==> src/rtl/gb_rd_ctrl_pkg.sv <==
// Shared definitions for the global-buffer bank controllers: state encodings,
// width defaults and the read-issue credit check.
package gb_rd_ctrl_pkg;

    localparam int unsigned SRAM_ADDRWIDTH_DEF = 9;
    localparam int unsigned DATA_WIDTH_DEF     = 96;
    localparam int unsigned CYCL_WIDTH_DEF     = 12;

    typedef enum logic [1:0] {
        WR_IDLE  = 2'b00,
        WR_FILL  = 2'b01,
        WR_DONE  = 2'b11
    } wr_state_e;

    typedef enum logic [1:0] {
        RD_EMPTY = 2'b00,
        RD_FULL  = 2'b01,
        RD_READ  = 2'b11
    } rd_state_e;

    // Words held or on their way (skid + in-flight read), less the one leaving now, must stay below 2.
    function automatic logic credit_ok(input logic [1:0] skid_cnt,
                                       input logic       inflight,
                                       input logic       pop);
        return ({1'b0, skid_cnt} + {2'b00, inflight}) < (3'd2 + {2'b00, pop});
    endfunction

endpackage

==> src/rtl/gb_rd_skid.sv <==
// Two-entry valid/ready FIFO that catches SRAM read data arriving one cycle
// after the strobe; a flush empties it and drops any word pushed that cycle.
module gb_rd_skid #(
    parameter int unsigned DW = 96
) (
    input  logic          clk,
    input  logic          rst_n,
    input  logic          flush_i,
    input  logic          push_i,
    input  logic [DW-1:0] push_data_i,
    input  logic          pop_i,
    output logic          val_o,
    output logic [DW-1:0] data_o,
    output logic [1:0]    cnt_o
);

    logic [DW-1:0] mem_q [2];
    logic          rd_ptr_q;
    logic          wr_ptr_q;
    logic [1:0]    cnt_q;
    logic [1:0]    cnt_d;
    logic          do_pop_s;
    logic          do_push_s;

    // Handshake qualification and occupancy update.
    always_comb begin
        do_pop_s  = pop_i & (cnt_q != 2'd0);
        do_push_s = push_i & ((cnt_q != 2'd2) | do_pop_s);
        cnt_d     = cnt_q;
        case ({do_push_s, do_pop_s})
            2'b10:   cnt_d = cnt_q + 2'd1;
            2'b01:   cnt_d = cnt_q - 2'd1;
            default: cnt_d = cnt_q;
        endcase
    end

    // Storage, pointers and count.
    always_ff @(posedge clk or negedge rst_n) begin
        if (!rst_n) begin
            mem_q[0] <= {DW{1'b0}};
            mem_q[1] <= {DW{1'b0}};
            rd_ptr_q <= 1'b0;
            wr_ptr_q <= 1'b0;
            cnt_q    <= 2'd0;
        end else if (flush_i) begin
            rd_ptr_q <= 1'b0;
            wr_ptr_q <= 1'b0;
            cnt_q    <= 2'd0;
        end else begin
            if (do_push_s) begin
                mem_q[wr_ptr_q] <= push_data_i;
                wr_ptr_q        <= ~wr_ptr_q;
            end
            if (do_pop_s) begin
                rd_ptr_q <= ~rd_ptr_q;
            end
            cnt_q <= cnt_d;
        end
    end

    assign val_o  = (cnt_q != 2'd0);
    assign data_o = mem_q[rd_ptr_q];
    assign cnt_o  = cnt_q;

endmodule

==> src/rtl/gb_rd_ctrl.sv <==
// Read-side controller for one global-buffer bank: once the bank is full it
// streams it CFGGB_Cycl_num times through a skid buffer and then frees it.
module gb_rd_ctrl
    import gb_rd_ctrl_pkg::*;
#(
    parameter int unsigned SRAM_ADDRWIDTH = SRAM_ADDRWIDTH_DEF,
    parameter int unsigned SRAM_DEPTH     = 2 ** SRAM_ADDRWIDTH,
    parameter int unsigned DATA_WIDTH     = DATA_WIDTH_DEF,
    parameter int unsigned CYCL_WIDTH     = CYCL_WIDTH_DEF
) (
    input  logic                      clk,
    input  logic                      rst_n,
    input  logic                      SRAM_config_start,
    input  logic                      write_SRAM_done,
    input  logic [CYCL_WIDTH-1:0]     CFGGB_Cycl_num,
    input  logic                      Rd_Req,
    output logic                      rd_en,
    output logic [SRAM_ADDRWIDTH-1:0] addr_Rd,
    input  logic [DATA_WIDTH-1:0]     sram_rd_data,
    output logic                      Rd_val,
    input  logic                      Rd_rdy,
    output logic [DATA_WIDTH-1:0]     Rd_data,
    output logic [1:0]                State_Rd,
    output logic                      bank_busy,
    output logic                      read_Cyc_done
);

    localparam logic [SRAM_ADDRWIDTH-1:0] LAST_ADDR = SRAM_ADDRWIDTH'(SRAM_DEPTH - 1);

    rd_state_e                 state_q, state_d;
    logic [SRAM_ADDRWIDTH-1:0] addr_q, addr_d;
    logic [CYCL_WIDTH-1:0]     pass_q, pass_d;
    logic                      issued_q, issued_d;
    logic                      inflight_q;
    logic [CYCL_WIDTH-1:0]     max_pass_s;
    logic [1:0]                skid_cnt_s;
    logic                      rd_val_s;
    logic                      pop_s;
    logic                      rd_en_s;
    logic                      last_pop_s;

    gb_rd_skid #(.DW(DATA_WIDTH)) u_skid (
        .clk         (clk),
        .rst_n       (rst_n),
        .flush_i     (SRAM_config_start),
        .push_i      (inflight_q),
        .push_data_i (sram_rd_data),
        .pop_i       (Rd_rdy),
        .val_o       (rd_val_s),
        .data_o      (Rd_data),
        .cnt_o       (skid_cnt_s)
    );

    // FSM next state, read issue and address/pass counting.
    always_comb begin
        state_d    = state_q;
        addr_d     = addr_q;
        pass_d     = pass_q;
        issued_d   = issued_q;
        rd_en_s    = 1'b0;
        max_pass_s = (CFGGB_Cycl_num == {CYCL_WIDTH{1'b0}}) ? {CYCL_WIDTH{1'b0}}
                                                            : CFGGB_Cycl_num - {{(CYCL_WIDTH-1){1'b0}}, 1'b1};
        pop_s      = rd_val_s & Rd_rdy;
        // The last word is the only one left once everything is issued and nothing is in flight.
        last_pop_s = (state_q == RD_READ) & issued_q & ~inflight_q & (skid_cnt_s == 2'd1)
                     & pop_s & ~SRAM_config_start;
        if (SRAM_config_start) begin
            state_d  = RD_EMPTY;
            addr_d   = {SRAM_ADDRWIDTH{1'b0}};
            pass_d   = {CYCL_WIDTH{1'b0}};
            issued_d = 1'b0;
        end else begin
            case (state_q)
                RD_EMPTY: begin
                    if (write_SRAM_done) state_d = RD_FULL;
                    else                 state_d = RD_EMPTY;
                end
                RD_FULL: begin
                    if (Rd_Req) state_d = RD_READ;
                    else        state_d = RD_FULL;
                end
                RD_READ: begin
                    rd_en_s = ~issued_q & credit_ok(skid_cnt_s, inflight_q, pop_s);
                    if (rd_en_s) begin
                        addr_d = addr_q + {{(SRAM_ADDRWIDTH-1){1'b0}}, 1'b1};
                        if (addr_q == LAST_ADDR) begin
                            pass_d = pass_q + {{(CYCL_WIDTH-1){1'b0}}, 1'b1};
                            if (pass_q == max_pass_s) issued_d = 1'b1;
                            else                      issued_d = issued_q;
                        end else begin
                            pass_d = pass_q;
                        end
                    end else begin
                        addr_d = addr_q;
                    end
                    if (last_pop_s) begin
                        state_d  = RD_EMPTY;
                        addr_d   = {SRAM_ADDRWIDTH{1'b0}};
                        pass_d   = {CYCL_WIDTH{1'b0}};
                        issued_d = 1'b0;
                    end else begin
                        state_d = RD_READ;
                    end
                end
                default: state_d = RD_EMPTY;
            endcase
        end
    end

    // State, counters and the one-cycle read-latency tracker.
    always_ff @(posedge clk or negedge rst_n) begin
        if (!rst_n) begin
            state_q    <= RD_EMPTY;
            addr_q     <= {SRAM_ADDRWIDTH{1'b0}};
            pass_q     <= {CYCL_WIDTH{1'b0}};
            issued_q   <= 1'b0;
            inflight_q <= 1'b0;
        end else begin
            state_q    <= state_d;
            addr_q     <= addr_d;
            pass_q     <= pass_d;
            issued_q   <= issued_d;
            inflight_q <= rd_en_s;
        end
    end

    assign rd_en         = rd_en_s;
    assign addr_Rd       = addr_q;
    assign Rd_val        = rd_val_s;
    assign State_Rd      = state_q;
    assign bank_busy     = (state_q != RD_EMPTY);
    assign read_Cyc_done = last_pop_s;

endmodule

==> config.mk <==
export PLATFORM = sky130hd
export DESIGN_NAME = gb_rd_ctrl
export DESIGN_NICKNAME = d
export VERILOG_FILES = /design/src/rtl/gb_rd_ctrl_pkg.sv /design/src/rtl/gb_rd_skid.sv /design/src/rtl/gb_rd_ctrl.sv
export SDC_FILE = /design/constraint.sdc
export NUM_CORES = 1
export LEC_CHECK = 0
export CAP_MARGIN = 25
export CORE_MARGIN = 5
export CORE_UTILIZATION = 51
export DETAILED_ROUTE_END_ITERATION = 16
export GPL_ROUTABILITY_DRIVEN = 0
export PLACE_DENSITY = 0.91
export SYNTH_ARGS = -nofsm -noshare
export SYNTH_HDL_FRONTEND = slang
export SYNTH_SLANG_ARGS = --single-unit
==> constraint.sdc <==
create_clock -name clk -period 3.8 [get_ports clk]
set_clock_uncertainty 0.2 [all_clocks]
set_input_delay 0.76 -clock clk [delete_from_list [all_inputs] [get_ports clk]]
set_output_delay 0.76 -clock clk [all_outputs]
set_load 0.005 [all_outputs]
==> qor.yml <==
sta:
  slew_viol_final: 0
  slew_headroom_pct: 44.5
  post-route-min-period_ps: 3640
  rsz0062_at_grt: "no"
  final.period_utilization_pct: 95.8
  hold_viol_final: 0
  fmax_ghz: 0.275
  tightest_slew_ps: 833
  setup_viol: 0
  setup_tns_ps: 0
floorplan:
  die_w_um: 151
  core_area_um2: 19600
  dieArea_um2: 22900
  fp.dieH_um: 151
  fp-row-count: 51
  pin_count: 225
  initial_utilization_pct: 52.0
synth:
  syn_area_per_cell_um2: 13.8
  netlist_area_um2: 10200
  ys.flop_type: "dfrtp_1"
  synth_edf_count: 0
  synth-seq-area-share_pct: 54.3
  syn-num-nets: 862
  ys_ff_latch: 221
  ys_types: 48
  synthArstFlopShare_pct: 100
  synthCells: 739
  yosysTopAreaCell: "dfrtp_1"
  synth_area_leaders: "dfrtp_1, mux2_2, xor2_1"
  yosys_warnings: 0
  netlist.area_leader.share_pct: 54.3
route:
  drt_iter0_markers: 237
  drc: 0
  wl_mm: 24.3
  vias: 6769
  top_layer_used: "met4"
  vias_per_cell: 5.40
  routed-wl-met3_mm: 1.74
  final_antenna_net_count: 0
  wl_met1_mm: 9.55
  drt_pre_antenna_iters: 4
  wl_met2_mm: 12.4
  wl_per_cell_um: 19.4
cts:
  cts_tree: "yes"
  ctsLongestPathBuffers: 3
  cts_buffers: 25
  root_buffer: "clkbuf_16"
  holdBufCountCts: 0
  clock-sinks: 221
  clkLatencyLatePin_ps: 510
  htreeDepth: 1
  clk_pin_slew_worst_paths_ps: 60
critical_path:
  cp_data_arrival_time_ps: 2680
  crit_path_top_delay_cell: "clkdlybuf4s50_1"
  cp_max_fo: 8
  setup.worst_path.end_class: "output pin"
  cpPeakStageDelay_ps: 540
  path_cells: "ha_1 > or3b_1 > a211o_1 > nor2_2 > clkdlybuf4s50_1"
  path_class: "reg2out"
  worst_setup_path_start_kind: "register"
  cp.required_ps: 2840
run:
  drv_cap: 0
place:
  port_buffers: 224
  dp_hpwl_mm: 16.4
global_route:
  grt_pass1_wl_mm: 39.1
  grt_max_degree: 102
  antenna_found_initial: 0
  track_usage_pct: 21.2
  grt_overflow: 0
  grt_pass1_vias: 7385
final_layout:
  final_nets: 1092
  final-seq-area_um2: 5540
  final_core_util_pct: 69.9
  fillCellCount: 1336
  multi_input_area_um2: 4480
  area_growth_pct: 34.4
  drive_gt1_share_pct: 36.7
power:
  peakVddDrop_mv: 0.349
  leakage_uw: 0.00630
  p_per_area_nw_per_um2: 490
run_status:
  status: "finished clean"
hold_path:
  hold_class: "in2async"
registers in the layout, summed over array words and instances, names as in the netlist, 2 cells and up:
register	count
pass_q	12
u_skid.mem_q	192
addr_Rd	9
State_Rd	2
u_skid.cnt_o	2
cell families (layout without fill, tap and decap cells):
group / Yosys count / in the layout / share of synthesized area (%)
mux: 294 / 294 / 32.5
compound gates: 40 / 40 / 2.84
flops: 221 / 221 / 54.3
simple gates: 104 / 104 / 5.38
other cells: 0 / 2 / 0
xor+xnor: 24 / 24 / 2.06
buf+inv: 47 / 294 / 1.84
fa+ha+maj: 9 / 9 / 1.11
critical path: cells and delay by family (launching register included):
kind                       cells  cell delay (ps)
AOI/OAI and AO/OA              1              350
adders and majority gates      1              300
buffers and inverters          1              540
DFF                            1              470
and+or+nand+nor                2              510
final timing paths:
path / from / to / slack, ps / cells after the start
setup / recovery: inflight_q / rd_en / 160 / 5
hold / removal: rst_n / u_skid.mem_q[146] / 140 / 1
setup reg to reg: inflight_q / pass_q[10] / 850 / 7
hold reg to reg: u_skid.mem_q[108] / u_skid.mem_q[108] / 300 / 1
max in group asynchronous: rst_n / u_skid.mem_q[188] / 2440 / 2
min in group clk: u_skid.mem_q[108] / u_skid.mem_q[108] / 300 / 1
Yosys cell counts (all sizes together) (2+ instances only):
cell type	number
inv	11
dfrtp	221
buf	10
nand2	19
o21ai	9
and4	2
or3	6
mux2i	4
o31ai	4
or2	4
a22o	3
ha	9
mux2	290
nor2	30
nor3	6
nand3	11
nor2b	3
xnor2	9
nor4	3
or4	3
clkbuf	26
nand2b	2
nand4	5
a21oi	12
xor2	15
and3	5
a211oi	2
final cells by class:
type | instances | area share, %
multi-input cells | 471 | 32.7
inverters | 11 | 0.302
clock buffers | 35 | 5.28
diodes | 2 | 0.0366
clock inverters | 9 | 0.905
repair buffers | 239 | 17.9
flip-flops and latches | 221 | 40.4
well taps | 265 | 2.42
metrics by stage:
step | power, uW | instances | worst slack, ps | hold slack [ps] | instance area [um2]
after floorplan | 3410 | 739 | 894 | 264 | 10200
after global placement | 4250 | 1207 | 133 | 282 | 12800
after detailed placement | 4290 | 1207 | 156 | 290 | 12800
after CTS | 6790 | 1251 | 28.3 | 165 | 13700
after global routing | 7010 | 1251 | 11.2 | 203 | 13700
final | 6710 | 1253 | 161 | 138 | 13700
cells in the final DEF (no fill, tap or decap), types with 8 or more instances in the layout:
master           Yosys  final
a21oi_1             12     12
buf_4                0      8
clkbuf_16            0     25
clkdlybuf4s50_1      0    223
dfrtp_1            221    219
ha_1                 9      9
inv_1               11     11
mux2_2             290    290
nand2_1             19     19
nand3_1             10     10
nor2_1              29     28
o21ai_0              9      9
xnor2_1              9      9
xor2_1              15     15
timing repair:
action / in CTS / in global routing
buffers inserted: 0 / 0
endpoints found under the setup margin: 0 / 1
resized for setup: 0 / 2
metal layers:
layer  vias up  GRT usage (%)
li1       3122              -
met1      3396           26.2
met2       204           36.4
met3        47           5.51
met4         0           6.35
met5         -              0
power breakdown:
group	leakage (uW)	internal [uW]	switching (uW)	total [uW]
logic	0.00287	987	533	1520
clock network	0.000422	1520	930	2450
registers	0.00301	2590	143	2740
(Power assumes the default switching activity.)
